[src/rtl/onehot_pkg.sv]
// Shared definitions for one-hot consumers: default widths, skid FSM state
// type and a lowest-set-bit helper.
package onehot_pkg;

  localparam int ONEHOT_W = 16;
  localparam int BIN_W    = 4;

  typedef enum logic [1:0] {
    EMPTY = 2'd0,
    ONE   = 2'd1,
    FULL  = 2'd2
  } dec_state_t;

  // Index of the lowest set bit; 0 when no bit is set.
  function automatic logic [BIN_W-1:0] lowest_set_idx(input logic [ONEHOT_W-1:0] v);
    logic [BIN_W-1:0] idx;
    idx = '0;
    for (int i = ONEHOT_W - 1; i >= 0; i--) begin
      if (v[i]) idx = BIN_W'(i);
    end
    return idx;
  endfunction

endpackage

[src/rtl/onehot_dec_core.sv]
// Combinational one-hot to binary decode with an illegal-pattern flag
// (zero bits or more than one bit set).
module onehot_dec_core
  import onehot_pkg::*;
#(
  parameter int ONEHOT_WIDTH = ONEHOT_W,
  parameter int BIN_WIDTH    = BIN_W
) (
  input  logic [ONEHOT_WIDTH-1:0] onehot_i,
  output logic [BIN_WIDTH-1:0]    bin_o,
  output logic                    err_o
);

  logic multi_bit;

  assign bin_o     = BIN_WIDTH'(lowest_set_idx(ONEHOT_W'(onehot_i)));
  // Clearing the lowest set bit leaves something only if two or more were set.
  assign multi_bit = (onehot_i & (onehot_i - ONEHOT_WIDTH'(1))) != '0;
  assign err_o     = (onehot_i == '0) || multi_bit;

endmodule

[src/rtl/onehot_dec_skid.sv]
// One-hot decoder behind a registered 2-entry skid stage with a saturating
// illegal-word counter. Define ONEHOT_DEC_STRICT_EN to drop illegal words.
module onehot_dec_skid
  import onehot_pkg::*;
#(
  parameter int ONEHOT_WIDTH = ONEHOT_W,
  parameter int BIN_WIDTH    = BIN_W,
  parameter int CNT_WIDTH    = 8
) (
  input  logic                    clk_i,
  input  logic                    rst_n_i,
  input  logic                    valid_i,
  output logic                    ready_o,
  input  logic [ONEHOT_WIDTH-1:0] onehot_i,
  output logic                    valid_o,
  input  logic                    ready_i,
  output logic [BIN_WIDTH-1:0]    bin_o,
  output logic                    err_o,
  input  logic                    clr_i,
  output logic [CNT_WIDTH-1:0]    err_cnt_o
);

`ifdef ONEHOT_DEC_STRICT_EN
  localparam logic STRICT_EN = 1'b1;
`else
  localparam logic STRICT_EN = 1'b0;
`endif

  dec_state_t           state_q, state_d;
  logic                 ready_q, ready_d;
  logic                 valid_q, valid_d;
  logic [BIN_WIDTH-1:0] out_bin_q, out_bin_d;
  logic                 out_err_q, out_err_d;
  logic [BIN_WIDTH-1:0] skid_bin_q, skid_bin_d;
  logic                 skid_err_q, skid_err_d;
  logic [CNT_WIDTH-1:0] cnt_q, cnt_d;

  logic [BIN_WIDTH-1:0] dec_bin;
  logic                 dec_err;
  logic                 in_xfer, out_xfer, load;

  onehot_dec_core #(
    .ONEHOT_WIDTH (ONEHOT_WIDTH),
    .BIN_WIDTH    (BIN_WIDTH)
  ) u_core (
    .onehot_i (onehot_i),
    .bin_o    (dec_bin),
    .err_o    (dec_err)
  );

  assign in_xfer  = valid_i & ready_q;
  assign out_xfer = valid_q & ready_i;
  assign load     = in_xfer & ~(STRICT_EN & dec_err);

  always_comb begin
    // NOTE: every output of this block gets a default first so no path leaves
    // a variable unassigned, which would otherwise infer a latch.
    state_d    = state_q;
    out_bin_d  = out_bin_q;
    out_err_d  = out_err_q;
    skid_bin_d = skid_bin_q;
    skid_err_d = skid_err_q;
    cnt_d      = cnt_q;

    unique case (state_q)
      EMPTY: begin
        if (load) begin
          out_bin_d = dec_bin;
          out_err_d = dec_err;
          state_d   = ONE;
        end
      end
      ONE: begin
        if (load && !out_xfer) begin
          skid_bin_d = dec_bin;
          skid_err_d = dec_err;
          state_d    = FULL;
        end else if (load) begin
          out_bin_d = dec_bin;
          out_err_d = dec_err;
        end else if (out_xfer) begin
          state_d = EMPTY;
        end
      end
      FULL: begin
        if (out_xfer) begin
          out_bin_d = skid_bin_q;
          out_err_d = skid_err_q;
          state_d   = ONE;
        end
      end
      default: state_d = EMPTY;
    endcase

    // Handshake flags follow the next state so both leave the block as flops.
    ready_d = (state_d != FULL);
    valid_d = (state_d != EMPTY);

    if (clr_i) begin
      cnt_d = '0;
    end else if (in_xfer && dec_err && (cnt_q != '1)) begin
      cnt_d = cnt_q + CNT_WIDTH'(1);
    end
  end

  always_ff @(posedge clk_i) begin
    // NOTE: state updates use non-blocking assignments so every flop samples
    // pre-edge values regardless of statement order.
    if (!rst_n_i) begin
      state_q    <= EMPTY;
      ready_q    <= 1'b1;
      valid_q    <= 1'b0;
      out_bin_q  <= '0;
      out_err_q  <= 1'b0;
      skid_bin_q <= '0;
      skid_err_q <= 1'b0;
      cnt_q      <= '0;
    end else begin
      state_q    <= state_d;
      ready_q    <= ready_d;
      valid_q    <= valid_d;
      out_bin_q  <= out_bin_d;
      out_err_q  <= out_err_d;
      skid_bin_q <= skid_bin_d;
      skid_err_q <= skid_err_d;
      cnt_q      <= cnt_d;
    end
  end

  assign ready_o   = ready_q;
  assign valid_o   = valid_q;
  assign bin_o     = out_bin_q;
  assign err_cnt_o = cnt_q;
`ifdef ONEHOT_DEC_STRICT_EN
  assign err_o     = 1'b0;
`else
  assign err_o     = out_err_q;
`endif

endmodule

[config.mk]
export PLATFORM = sky130hd
export DESIGN_NAME = onehot_dec_skid
export DESIGN_NICKNAME = d
export VERILOG_FILES = /design/src/rtl/onehot_pkg.sv /design/src/rtl/onehot_dec_core.sv /design/src/rtl/onehot_dec_skid.sv
export SDC_FILE = /design/constraint.sdc
export NUM_CORES = 1
export LEC_CHECK = 0
export CORE_ASPECT_RATIO = 0.6
export CORE_MARGIN = 2
export CORE_UTILIZATION = 30
export DETAILED_ROUTE_END_ITERATION = 10
export MAX_ROUTING_LAYER = met4
export SYNTH_ARGS = -nofsm -noshare
export SYNTH_HDL_FRONTEND = slang
export SYNTH_HIERARCHICAL = 1
export SYNTH_SLANG_ARGS = --single-unit
[constraint.sdc]
create_clock -name clk_i -period 3.27 [get_ports clk_i]
set_clock_uncertainty 0.1 [all_clocks]
set_input_delay 0.327 -clock clk_i [delete_from_list [all_inputs] [get_ports clk_i]]
set_output_delay 0.327 -clock clk_i [all_outputs]
set_load 0.05 [all_outputs]
* After elaboration in Yosys (flattened, before gate mapping) *
Index checks and enable logic that the tools add are counted.
Widths: inputs -> output; s select.

word-level totals
  bits in registers = 22
  word-level logic and storage cells = 63
  bits in latches = 0
  output and inout bits = 15
  memories = 0
  bits in read-only memories = 0
  bits of input ports = 21
  RAM bits = 0

cells by class
  equality and inequality tests = 6
  reductions and logical operators = 13
  $lt $le $gt $ge = 0
  shift operators = 0
  div/mod/pow operators = 0
  bitwise operators = 4
  multiplexer cells = 30
  multipliers = 0
  add/sub/neg operators = 2

operator list
  operator               count
  $mux 4                 19
  $and 16x16->16         1
  $logic_not 16->1       1
  $reduce_bool 16->1     1
  $sub 16x1->16 const B  1
  $pmux 4 s3             1
  $mux 2                 5
  $add 8x1->8 const B    1
  $ne 8x8->1 const B     1
  $ne 2x2->1 const B     3
  $pmux 2 s3             1
  $logic_and 1x1->1      3
  $mux 1                 3
  $pmux 1 s3             1
  $reduce_and 3->1       1
  $reduce_bool 3->1      1
  $and 1x1->1            2
  $eq 2x1->1 const B     1
  $eq 2x2->1 const B     1
  $logic_not 2->1        1
  $reduce_and 2->1       1
  $reduce_bool 2->1      1
  $reduce_or 2->1        1
  $logic_not 1->1        1
  2 further kinds        2

* Depth between registers and ports, before layout *
  depth in word-level cells = 19
  gate-level depth with buffers = 9
  gate-level depth less buffers = 9

* By module *
The synthesis kept the hierarchy.

by module, submodules not included
  module           cells an instance  instances  area an instance (sq um)  sequential area each (sq um)
  onehot_dec_skid  104                1          1017.2                    440.4
  onehot_dec_core  53                 1          310.3                     0.0

* Worst setup path before layout *
OpenSTA, ideal clock, no wires.

  path kind = input to register
  start = in onehot_i[3]
  end = reg cnt_q[7], in the netlist err_cnt_o[7]
  arrival time = 2.232 ns
  slack = 0.817 ns
  data required time = 3.049 ns
  library setup time = 0.121 ns
  stages = 9
  buffers on the path = 0
  path through = or4_4 > and3b_2 > nand2_1 > mux2i_1 > nand4_1 > and3_4 > o211ai_4 > nor3_1 > mux2_2

between the ends
  word-level cells in the longest chain between the ends = 6
  elaborated cells on any way between the ends = 7
  classes of those cells = add/sub (1); bitwise (1); reduce/logical (5)

RTL lines
  item                              RTL line                RTL
  start: declaration                onehot_dec_skid.sv:14   input logic [ONEHOT_WIDTH-1:0] onehot_i,
  $sub 16x1->16                     onehot_dec_core.sv:18   assign multi_bit = (onehot_i & (onehot_i - ONEHOT_WIDTH'(1))) != '0;
  $and 16x16->16                    onehot_dec_core.sv:18
  $reduce_bool 16->1                onehot_dec_core.sv:18
  $logic_or 1x1->1 *                onehot_dec_core.sv:19   assign err_o = (onehot_i == '0) || multi_bit;
  net dec_err                       onehot_dec_skid.sv:39   logic dec_err;
  $logic_and 1x1->1 * (2 in a row)  onehot_dec_skid.sv:101  end else if (in_xfer && dec_err && (cnt_q != '1)) begin
  end signal: assignment            onehot_dec_skid.sv:126  cnt_q <= cnt_d;
  end: declaration                  onehot_dec_skid.sv:36   logic [CNT_WIDTH-1:0] cnt_q, cnt_d;

Mark *: on every way through the listed nets, which the timed path passes. The rest lies on a longest branch.
A chain may end at the register's enable or synchronous reset.

* Final worst setup path *
  start = in onehot_i[2]
  end = reg cnt_q[7], in the netlist err_cnt_o[7]

The elaborated chain is that of the path after synthesis.

==> metrics list <==
* Number of primary I/O pins: 36
* Initial core utilization: 0.317
- Required time at the worst-slack endpoint: 3.33 ns
- Post-detail-place hpwl: 2.39 mm
- Number of warnings reported in the yosys synthesis log: 6
* Number of buffer cells added on primary ports: 35
- Peak ir drop on the vdd network: 0.204 mV
* Most frequent cells in the layout: sky130_fd_sc_hd__clkdlybuf4s50_1, sky130_fd_sc_hd__dfxtp_1, sky130_fd_sc_hd__nor2_1
- TritonCTS built the clock tree.
* Final-layout setup total negative slack: 0 ns
* Power Dens Cells: 405 nW/µm²
- CTS sink count: 22
- The number of hold-slack violations in the final timing report was 0.
* Worst slew margin relative to its limit: 0.500
- Design area: 1790 µm²
* Core Rows: 18
- The first detailed-routing pass ran for 4 iterations.
* Setup repair bufs after CTS: 0
- The final max-slew violation count is 0.
- Summed over all cells, the static leakage comes to around 0.73 nW.
- Final period util: 0.880
* Horizontal die dimension: 89.9 µm
* Outcome: completed
- Via count of the first global-routing pass: ~1100
* Count of cell types in the netlist: between 40 and 50
- Register area share after synthesis: 0.332
- Summing all placed instances gives a cell area of 1720 µm².
- Hold Slack: between 0.4 and 0.5 ns
- Worst slew pin tran: ~0.75 ns
- Count of flip-flops with a built-in enable after synthesis: 0
- In this run, post-CTS repair resized a total of 0 instances.
- The die covers 4990 µm².
- The clock passes through at most 2 buffers.
- Tmin final: 2.88 ns
- Fraction of registers with async set or reset after synthesis: 0
- Most common library cell in the layout ignoring fill and taps: sky130_fd_sc_hd__clkdlybuf4s50_1
- Flops & latches, synth: 22
* Number of antenna violations at the first check in global routing: 0
* Later-pin clock latency in the skew report: between 0.2 and 0.3 ns
- Post-synthesis net count: 179
- The repair_antennas step left the layout with diodes totalling 0.
* Maximum clock frequency: 348 MHz
- Max-cap violations in this run came to 0.
* Net count reported at finish: 214
* TritonCTS Buffers: 3
- Via density per instance: between 4 and 5
* Worst hold path class: register to register
* Crit path capture type: register
* Mapped Cells: 157
* ANT nets after route: 0
- Primary FF master, synth: sky130_fd_sc_hd__dfxtp_1
- Final Routed Wirelength: 3.12 mm
- Endpoints failing setup: 0
* Routed wire length per instance: 12.4 µm
- Setup repair after global routing left no endpoint under its margin.
- Entering global routing, the biggest net connects 15 pins.
- Global-route wire length before repair: 5.11 mm
- # DRC: 0
* Mapped cell area: about 1300 µm²
- The first routing iteration left 45 violations.
- Each instance of the synthesized netlist takes up on average 8.46 µm².
- After clock tree synthesis, the clock-pin slew on the worst setup and hold paths is roughly 0.08 ns.
- In this run the number of H-tree levels came out at 1.
- In the final layout, the share of cells above drive strength 1 is 0.0524.
* Total global routing track utilization: 0.130
- Root buffer selected by CTS: sky130_fd_sc_hd__clkbuf_8
* Leftover overflow at the end of global routing: 0
- RD Place Congestion: 0.825
- Of all nets on the critical path, the largest fanout is 5.
- Core Box Area: about 4200 µm²
- Detailed routing inserted a total of 1165 vias.
- Critical Path Start Type: input port
- In this run the vertical extent of the chip is 55.5 µm.
- Worst Path Class, Setup: input port to register
- Number of hold-repair buffers added at the cts stage: 0
- Data on the critical path arrives at its endpoint at 2.94 ns.
* Area growth, synth to finish: 35.1%
-- worst paths after layout --
kind / slack (ns) / to / cells past startpoint / startpoint
max: 0.39 / err_cnt_o[7]$_SDFFE_PP0P_ / 10 / onehot_i[2]
min: 0.42 / bin_o[3]$_SDFFE_PN0P_ / 1 / bin_o[3]$_SDFFE_PN0P_
max reg2reg: 1.35 / err_o$_SDFFE_PN0P_ / 4 / state_q[0]$_SDFF_PN0_
min reg2reg: 0.42 / bin_o[3]$_SDFFE_PN0P_ / 1 / bin_o[3]$_SDFFE_PN0P_
-- critical path, stage by stage --
cell	delay [ns]
sky130_fd_sc_hd__clkdlybuf4s50_1	0.48
sky130_fd_sc_hd__or4_4	0.58
sky130_fd_sc_hd__and3b_2	0.28
sky130_fd_sc_hd__nand2_1	0.07
sky130_fd_sc_hd__mux2i_1	0.12
sky130_fd_sc_hd__nand4_1	0.15
sky130_fd_sc_hd__and3_4	0.25
sky130_fd_sc_hd__o211ai_4	0.09
sky130_fd_sc_hd__nor3_1	0.23
sky130_fd_sc_hd__mux2_2	0.35
-- layer usage --
layer | wire, µm | vias to the layer above | track usage
met5 | 0 | - | -
li1 | - | 640 | -
met1 | 1900 | 500 | 0.201
met3 | 147 | 2 | 0.0491
met2 | 1060 | 23 | 0.150
met4 | 20 | 0 | 0.0352
-- cells by family (layout without fill, tap and decap cells) --
logic type	Yosys count	count (layout)	synth area share
flip-flops	22	22	0.332
adder cells (fa/ha/maj)	4	4	0.0320
multiplexers	13	13	0.0990
XOR/XNOR	5	5	0.0330
AND/OR/NAND/NOR	62	62	0.254
buffers and inverters	11	45	0.0405
AO/OA/AOI/OAI	40	40	0.209
-- sequential cells by signal, indices dropped and copies added (netlist names) --
name / count
bin_o: 4
err_cnt_o: 8
err_o: 1
ready_o: 1
skid_bin_q: 4
skid_err_q: 1
state_q: 2
valid_o: 1
-- Yosys cell counts, types with 2 or more instances --
cell                       number  area, µm²
sky130_fd_sc_hd__nand2_1       10       37.5
sky130_fd_sc_hd__xor2_1         5       43.8
sky130_fd_sc_hd__or3_1          2       12.5
sky130_fd_sc_hd__a21oi_1        7       35.0
sky130_fd_sc_hd__o31a_1         2       17.5
sky130_fd_sc_hd__mux2i_1       12        120
sky130_fd_sc_hd__a31oi_1        2       12.5
sky130_fd_sc_hd__o21a_1         2       15.0
sky130_fd_sc_hd__nand4_1        2       12.5
sky130_fd_sc_hd__inv_1          6       22.5
sky130_fd_sc_hd__nand3_1        5       25.0
sky130_fd_sc_hd__maj3_1         3       30.0
sky130_fd_sc_hd__nand2b_1       3       18.8
sky130_fd_sc_hd__nor2b_1        7       43.8
sky130_fd_sc_hd__clkbuf_1       2       7.51
sky130_fd_sc_hd__nor3_1         5       25.0
sky130_fd_sc_hd__dfxtp_1       22        440
sky130_fd_sc_hd__o311a_1        5       50.1
sky130_fd_sc_hd__nor2_1        18       67.6
sky130_fd_sc_hd__o21ai_0       13       65.1
-- report_power, final --
part	switching (W)	total (W)	internal, W
clock network	0.0000907	0.000254	0.000164
logic	0.000100	0.000177	0.0000769
registers	0.0000109	0.000294	0.000283
total	0.000202	0.000726	0.000524
-- area by class of cell --
cell class | instances | area [µm²]
fillers | 426 | 2400
flip-flops and latches | 22 | 440
well taps | 60 | 75.1
inverters | 6 | 22.5
clock inverters | 1 | 30.0
repair buffers | 35 | 350
clock buffers | 3 | 41.3
multi-input cells | 124 | 833
-- metrics by stage --
step | setup WS [ns] | total power, W | utilization | std cells
after global placement | 0.210 | 0.000477 | 0.411 | 247
after floorplan | 0.817 | 0.000409 | - | 157
after global routing | 0.290 | 0.000759 | 0.428 | 251
after detailed placement | 0.131 | 0.000476 | 0.411 | 247
after CTS | 0.413 | 0.000730 | 0.428 | 251
final | 0.393 | 0.000726 | 0.428 | 251
No activity file was read; power rests on OpenSTA's default activity.
